<file path="src/rtl/uart_rx_sequencer_if.sv">
// rtl/uart_rx_sequencer_if.sv - received-byte handoff bundle of the UART receive sequencer
// UART_RX_PARITY_EN adds parity_error to the bundle
interface uart_rx_sequencer_if #(
  parameter int DATA_BITS = 8
);
  logic [DATA_BITS-1:0] rx_data;
  logic                 rx_valid;
  logic                 frame_error;
`ifdef UART_RX_PARITY_EN
  logic                 parity_error;

  modport master (output rx_data, output rx_valid, output frame_error, output parity_error);
  modport slave  (input rx_data, input rx_valid, input frame_error, input parity_error);
`else
  modport master (output rx_data, output rx_valid, output frame_error);
  modport slave  (input rx_data, input rx_valid, input frame_error);
`endif
endinterface

</file>
<file path="src/rtl/uart_rx_sequencer.sv">
// rtl/uart_rx_sequencer.sv - UART receive sequencer: start detect, mid-bit sampling, LSB-first assembly, stop check
// UART_RX_PARITY_EN inserts an even-parity bit between the data bits and the stop bit
module uart_rx_sequencer #(
  parameter int CLKS_PER_BIT = 5208,
  parameter int DATA_BITS    = 8
) (
  input  logic                clk_i,
  input  logic                reset_i,
  input  logic                rx_i,
  input  logic                enable_i,
  output logic                busy_o,
  output logic [3:0]          bit_cnt_o,
  output logic                sample_strobe_o,
  uart_rx_sequencer_if.master out_if
);
  localparam int CW = $clog2(CLKS_PER_BIT);
  localparam logic [CW-1:0] CNT_ONE   = CW'(1);
  localparam logic [CW-1:0] HALF_LAST = CW'(CLKS_PER_BIT / 2 - 1);
  localparam logic [CW-1:0] FULL_LAST = CW'(CLKS_PER_BIT - 1);
  localparam logic [3:0]    LAST_BIT  = 4'(DATA_BITS - 1);

  typedef enum logic [2:0] {IDLE, START, DATA, PARITY, STOP} state_t;

  state_t               state_q, state_d;
  logic [CW-1:0]        cnt_q, cnt_d;
  logic [3:0]           bit_cnt_q, bit_cnt_d;
  logic [DATA_BITS-1:0] shift_q, shift_d;
  logic [DATA_BITS-1:0] rx_data_q, rx_data_d;
  logic                 rx_valid_q, rx_valid_d;
  logic                 frame_error_q, frame_error_d;
  logic                 strobe_q, strobe_d;
  logic                 rx_meta_q, rx_s_q, rx_prev_q;
  logic                 fall_edge;
`ifdef UART_RX_PARITY_EN
  logic                 par_bit_q, par_bit_d;
  logic                 parity_error_q, parity_error_d;
`endif

  assign fall_edge = rx_prev_q & ~rx_s_q;

  always_comb begin
    state_d       = state_q;
    cnt_d         = cnt_q;
    bit_cnt_d     = bit_cnt_q;
    shift_d       = shift_q;
    rx_data_d     = rx_data_q;
    rx_valid_d    = 1'b0;
    frame_error_d = 1'b0;
    strobe_d      = 1'b0;
`ifdef UART_RX_PARITY_EN
    par_bit_d      = par_bit_q;
    parity_error_d = 1'b0;
`endif
    unique case (state_q)
      IDLE: begin
        if (fall_edge && enable_i) begin
          cnt_d   = '0;
          state_d = START;
        end
      end
      START: begin
        if (cnt_q == HALF_LAST) begin
          strobe_d = 1'b1;
          cnt_d    = '0;
          if (!rx_s_q) begin
            bit_cnt_d = '0;
            state_d   = DATA;
          end else begin
            state_d = IDLE;
          end
        end else begin
          cnt_d = cnt_q + CNT_ONE;
        end
      end
      DATA: begin
        if (cnt_q == FULL_LAST) begin
          strobe_d  = 1'b1;
          cnt_d     = '0;
          shift_d   = {rx_s_q, shift_q[DATA_BITS-1:1]};
          bit_cnt_d = bit_cnt_q + 4'd1;
          if (bit_cnt_q == LAST_BIT) begin
`ifdef UART_RX_PARITY_EN
            state_d = PARITY;
`else
            state_d = STOP;
`endif
          end
        end else begin
          cnt_d = cnt_q + CNT_ONE;
        end
      end
`ifdef UART_RX_PARITY_EN
      PARITY: begin
        if (cnt_q == FULL_LAST) begin
          strobe_d  = 1'b1;
          cnt_d     = '0;
          par_bit_d = rx_s_q;
          state_d   = STOP;
        end else begin
          cnt_d = cnt_q + CNT_ONE;
        end
      end
`endif
      STOP: begin
        if (cnt_q == FULL_LAST) begin
          strobe_d  = 1'b1;
          cnt_d     = '0;
          bit_cnt_d = '0;
          state_d   = IDLE;
          // a bad stop bit outranks any other verdict on the frame
          if (!rx_s_q) begin
            frame_error_d = 1'b1;
          end
`ifdef UART_RX_PARITY_EN
          else if (par_bit_q != ^shift_q) begin
            parity_error_d = 1'b1;
          end
`endif
          else begin
            rx_valid_d = 1'b1;
            rx_data_d  = shift_q;
          end
        end else begin
          cnt_d = cnt_q + CNT_ONE;
        end
      end
      default: state_d = IDLE;
    endcase
  end

  always_ff @(posedge clk_i or posedge reset_i) begin
    if (reset_i) begin
      rx_meta_q     <= 1'b1;
      rx_s_q        <= 1'b1;
      rx_prev_q     <= 1'b1;
      state_q       <= IDLE;
      cnt_q         <= '0;
      bit_cnt_q     <= '0;
      shift_q       <= '0;
      rx_data_q     <= '0;
      rx_valid_q    <= 1'b0;
      frame_error_q <= 1'b0;
      strobe_q      <= 1'b0;
`ifdef UART_RX_PARITY_EN
      par_bit_q      <= 1'b0;
      parity_error_q <= 1'b0;
`endif
    end else begin
      rx_meta_q     <= rx_i;
      rx_s_q        <= rx_meta_q;
      rx_prev_q     <= rx_s_q;
      state_q       <= state_d;
      cnt_q         <= cnt_d;
      bit_cnt_q     <= bit_cnt_d;
      shift_q       <= shift_d;
      rx_data_q     <= rx_data_d;
      rx_valid_q    <= rx_valid_d;
      frame_error_q <= frame_error_d;
      strobe_q      <= strobe_d;
`ifdef UART_RX_PARITY_EN
      par_bit_q      <= par_bit_d;
      parity_error_q <= parity_error_d;
`endif
    end
  end

  assign busy_o             = (state_q != IDLE);
  assign bit_cnt_o          = bit_cnt_q;
  assign sample_strobe_o    = strobe_q;
  assign out_if.rx_data     = rx_data_q;
  assign out_if.rx_valid    = rx_valid_q;
  assign out_if.frame_error = frame_error_q;
`ifdef UART_RX_PARITY_EN
  assign out_if.parity_error = parity_error_q;
`endif
endmodule

</file>
<file path="src/flat_wrapper.sv">
// flat-port wrapper written by rule: the top's interface ports become plain ports
module uart_rx_sequencer_flat 
#(
  parameter int CLKS_PER_BIT = 5208,
  parameter int DATA_BITS    = 8
)
  (clk_i, reset_i, rx_i, enable_i, busy_o, bit_cnt_o, sample_strobe_o, out_if_rx_data, out_if_rx_valid, out_if_frame_error);
  uart_rx_sequencer_if #(.DATA_BITS(DATA_BITS)) out_if_i ();
  input  logic clk_i;
  input  logic reset_i;
  input  logic rx_i;
  input  logic enable_i;
  output logic busy_o;
  output logic [3:0] bit_cnt_o;
  output logic sample_strobe_o;
  output wire logic [$bits(out_if_i.rx_data)-1:0] out_if_rx_data;
  output wire logic [$bits(out_if_i.rx_valid)-1:0] out_if_rx_valid;
  output wire logic [$bits(out_if_i.frame_error)-1:0] out_if_frame_error;
  assign out_if_rx_data = out_if_i.rx_data;
  assign out_if_rx_valid = out_if_i.rx_valid;
  assign out_if_frame_error = out_if_i.frame_error;
  uart_rx_sequencer #(.CLKS_PER_BIT(CLKS_PER_BIT), .DATA_BITS(DATA_BITS)) u_core (.clk_i(clk_i), .reset_i(reset_i), .rx_i(rx_i), .enable_i(enable_i), .busy_o(busy_o), .bit_cnt_o(bit_cnt_o), .sample_strobe_o(sample_strobe_o), .out_if(out_if_i));
endmodule
</file>
<file path="config.mk">
export PLATFORM = sky130hd
export DESIGN_NAME = uart_rx_sequencer_flat
export DESIGN_NICKNAME = d
export VERILOG_FILES = /design/src/rtl/uart_rx_sequencer_if.sv /design/src/rtl/uart_rx_sequencer.sv /design/src/flat_wrapper.sv
export SDC_FILE = /design/constraint.sdc
export NUM_CORES = 1
export LEC_CHECK = 0
export ABC_AREA = 0
export ABC_CLOCK_PERIOD_IN_PS = 2350
export CAP_MARGIN = 20
export CORE_MARGIN = 5
export CORE_UTILIZATION = 35
export DETAILED_ROUTE_END_ITERATION = 10
export HOLD_SLACK_MARGIN = 0.15
export PLACE_DENSITY = 0.51
export SETUP_SLACK_MARGIN = 0.1
export SYNTH_ARGS = -nofsm -noshare
export SYNTH_HDL_FRONTEND = slang
export SYNTH_SLANG_ARGS = --single-unit
</file>
<file path="constraint.sdc">
create_clock -name clk_i -period 2.35 [get_ports clk_i]
set_clock_uncertainty 0.1 [all_clocks]
set_input_delay 0.47 -clock clk_i [delete_from_list [all_inputs] [get_ports clk_i]]
set_output_delay 0.47 -clock clk_i [all_outputs]
set_load 0.01 [all_outputs]
</file>
Yosys cells after proc, flatten, opt, wreduce, memory -nomap -nowiden
Index checks and enable logic that the tools add are counted.

Output and inout bits: 16. Logic and storage cells: 63. Bits in registers: 42.

Equality and inequality tests: 12. Bitwise gates (word level): 2. Multiplexer cells: 25. Add/subtract/negate cells: 2. Reduce and logical (&&, ||, !) cells: 11.

Operators by type and width (number): $mux 13 (3); $pmux 13 s3 (1); $mux 4 (4); $mux 3 (5); $add 13x1->13 const B (1); $eq 13x12->1 const B (1); $eq 13x13->1 const B (1); $pmux 3 s4 (1); $pmux 4 s3 (1); $ne 2x1->1 const B (5); $reduce_and 5->1 (2); $reduce_bool 3->1 (3); $mux 1 (8); $add 4x1->4 const B (1); $eq 4x3->1 const B (1); $reduce_and 2->1 (2); $eq 3x1->1 const B (1); $eq 3x2->1 const B (1); $eq 3x3->1 const B (1); $logic_not 3->1 (1); $reduce_and 3->1 (1); $mux 2 (1); $ne 2x2->1 const B (1); $pmux 1 s2 (1); other kinds (4) (4).

Logic depth before layout (Yosys ltp)
Word-level depth: 5. Mapped depth: 7.

Worst setup path after synthesis
No wires, ideal clock.

Path type: register to register. Start point: reg u_core.cnt_q[0]. End point: reg u_core.rx_data_q[0] (netlist: u_core.out_if.rx_data[0]). Arrival time: 1.758 ns. Setup time: 0.125 ns. Clock period less this slack: 1.984 ns. Data required time: 2.125 ns. Slack: 0.366 ns. Cell stages (with the launch flop): 7. Cells stage by stage: dfrtp_1 ha_1 nor3b_4 nand4_4 or3_1 buf_6 mux2_4.

Word-level cells in the longest chain between the ends: 2.

Ends and longest elaborated chain: start, declared (RTL line uart_rx_sequencer.sv:25) `logic [CW-1:0] cnt_q, cnt_d;`; start signal, assigned (RTL line uart_rx_sequencer.sv:153) `cnt_q <= cnt_d;`; $eq 13x13->1 (RTL line uart_rx_sequencer.sv:105) `if (cnt_q == FULL_LAST) begin`; $reduce_and 3->1 (no line); end signal, assigned (RTL line uart_rx_sequencer.sv:156) `rx_data_q <= rx_data_d;`; end, declared (RTL line uart_rx_sequencer.sv:28) `logic [DATA_BITS-1:0] rx_data_q, rx_data_d;`.

Every way passes these cells. A chain may end at the register's enable or synchronous reset.

Worst setup path after layout
Start point: reg u_core.state_q[0]. End point: out busy_o.

Word-level cells in the longest chain between the ends: 1.

Ends and longest elaborated chain: start, declared (RTL line uart_rx_sequencer.sv:24) `state_t state_q, state_d;`; start signal, assigned (RTL line uart_rx_sequencer.sv:152) `state_q <= state_d;`; $reduce_bool 3->1 (RTL line uart_rx_sequencer.sv:167) `assign busy_o = (state_q != IDLE);`; end, declared (RTL line flat_wrapper.sv:13) `output logic busy_o;`.

Every way passes these cells.

==> out/results.ini <==
[finish]
layout-drive-gt1-share_pct=18.45
final_core_utilization_pct=43.08
diodes=0
final_common_cell=dfrtp_1
fin_cells=278
final_nets=212
fin_area_um2=2372
regArea_um2=1055
final_cell_mix=dfrtp_1, clkdlybuf4s50_1, o21ai_0, inv_1, a21oi_1
fill_cells=534
syn2layout_area_growth_pct=19.02
multi_input_area_um2=875.8

[cts]
cts_buffer_depth=2
clk_latency_ps=280
cts_buffers=5
cts_hold_buf=0
cts_tree=yes
htreeDepth=2
clock_sinks=42
cts.clk_slew.worst_paths_ps=70
cts-root-buf=clkbuf_8

[sta]
fin_tns_setup_ps=0
setup-violations-final=0
rsz0062_at_grt=yes
fin_crit_ps=2138
slew_headroom_pct=65.40
hold_slack_ps=265.1
max_freq_mhz=467.7
slew_violations=0
tightestPinTransition_ps=518.9
setup_ws_ps=212.1
finalHoldViolations=0
period_share_pct=90.97

[critical_path]
crit_family=buffers and inverters
slowest_stage=dfrtp_1
crit_chain=nor3_2 -> inv_1 -> clkdlybuf4s50_1
max_stage_delay_ps=500
worst_setup_path_start_kind=flip-flop
critPathMaxFanout=11
cp_num_buf_inv=2
critPathKind=flip-flop to output port
endpoint_kind=output port
cp_data_arrival_time_ps=1570
crit_required_ps=1780

[synth]
synth_fp_nets=186
syn_area_per_cell_um2=11.07
synth-main-ff-cell=dfrtp_1
synth_cell_types=41
synth_edf_count=0
synthArstFlopShare_pct=100.0
netlist_area_um2=1993
ys_ff_latch=42
yosysWarnings=0
yosysSeqAreaShare_pct=52.92
syn_inst=180

[placed_design]
placedInstanceArea_um2=2275
gp_congestion=0.8025
dp_cells=270
portBuffers=19
hpwl_um=2705
place_ws_ps=183.5

[pwr]
pwr_density_cell_nw_per_um2=706.1
power.leakage_nw=1.068
total_power_mw=1.675
p_clk_share_pct=25.3
p_switching_mw=0.5191
comb_power_share_pct=18.9
ir_worst_vdd_uv=367.1
p_int_mw=1.156
power.share.switching_pct=30.99
p_seq_share_pct=55.8

[drt]
detail-route-antenna-nets=0
vias_per_cell=5.029
dr.pass1.iters=4
totalWireLength_um=3783
wl_per_cell_um=13.61
dr.first_iter.drc_count=44
drc=0
vias=1398

[floorplanning]
die_h_um=85.47
initial_core_util_pct=36.20
coreArea_um2=5507
pin_count=20
die_w_um=85.47
dieArea_um2=7304
rows=27

[grt]
grt_remaining_overflow=0
grt_pass1_wl_um=6672
grt_use_total_pct=11.34
grt_pass1_vias=1449
antenna_found_initial=0
grt_max_degree=43

[flow_run]
drv_cap=0

[hold_path]
hold_class=flip-flop to flip-flop

[status]
status=completed

[cell type report]
class                   instances  area share, %
clock buffers                   5          2.901
clock inverters                 2         0.4219
inverters                      12          1.899
multi-input cells             121          36.92
flip-flops and latches         42          44.46
well taps                      72          3.797
repair buffers                 24          9.599
[power groups by stage]
stage	clock (mW)	sequential [mW]	combinational (mW)
floorplan	0	0.901	0.255
global placement	0	0.936	0.305
detailed placement	0	0.946	0.320
CTS	0.446	0.931	0.320
global route	0.474	0.956	0.364
finish	0.424	0.935	0.316
[state kept, by name, summed over array words and instances, names as in the netlist, 3 cells and up]
signal                 cells
u_core.out_if.rx_data      8
u_core.bit_cnt_o           4
u_core.state_q             3
u_core.shift_q             8
u_core.cnt_q              13
[routing by layer]
layer / part of all wire [%] / wire [µm] / GRT usage (%) / vias to the layer above
met4: 0.95 / 36 / 4.029 / 0
met2: 49 / 1846 / 18.86 / 27
li1: - / - / - / 691
met5: 0 / 0 / 0 / -
met1: 46 / 1738 / 13.79 / 676
met3: 4.3 / 162 / 3.592 / 4
[path summary, 6_finish.rpt]
path	startpoint	endpoint	slack [ps]	depth (start not counted)
setup / recovery	u_core.state_q[0]$_DFFE_PP0P_	busy_o	210	3
hold / removal	u_core.rx_meta_q$_DFF_PP1_	u_core.rx_s_q$_DFF_PP1_	270	0
setup reg to reg	u_core.cnt_q[0]$_DFFE_PP0P_	u_core.shift_q[2]$_DFFE_PP0P_	260	6
hold reg to reg	u_core.rx_meta_q$_DFF_PP1_	u_core.rx_s_q$_DFF_PP1_	270	0
max in group asynchronous	reset_i	u_core.rx_s_q$_DFF_PP1_	1270	3
min in group asynchronous	reset_i	u_core.out_if.rx_valid$_DFF_PP0_	510	3
[cells in the mapped netlist, drive strengths merged, types with 5 or more instances]
master,n,share of area [%]
nand2,8,1.5
o21ai,14,3.5
nor3,5,1.3
or3,5,1.6
a21oi,11,2.8
inv,12,2.3
nor2,8,1.5
dfrtp,39,49
mux2,15,10
nor3b,5,2.7
nand2b,6,1.9
[logic make-up (layout without fill, tap and decap cells)]
family | count (synthesis) | after routing | share of synthesized area [%]
compound gates | 42 | 42 | 12.37
xor+xnor | 2 | 2 | 0.8790
fa+ha+maj | 3 | 3 | 1.758
buf+inv | 17 | 43 | 3.704
flops | 42 | 42 | 52.92
mux | 15 | 15 | 9.982
simple gates | 59 | 59 | 18.39
[what timing repair did]
item	in CTS	in global routing
hold endpoints to repair	0	0
setup buffers	0	1
resized for setup	0	3
setup endpoints to repair	0	13
No activity file was read; power rests on OpenSTA's default activity.
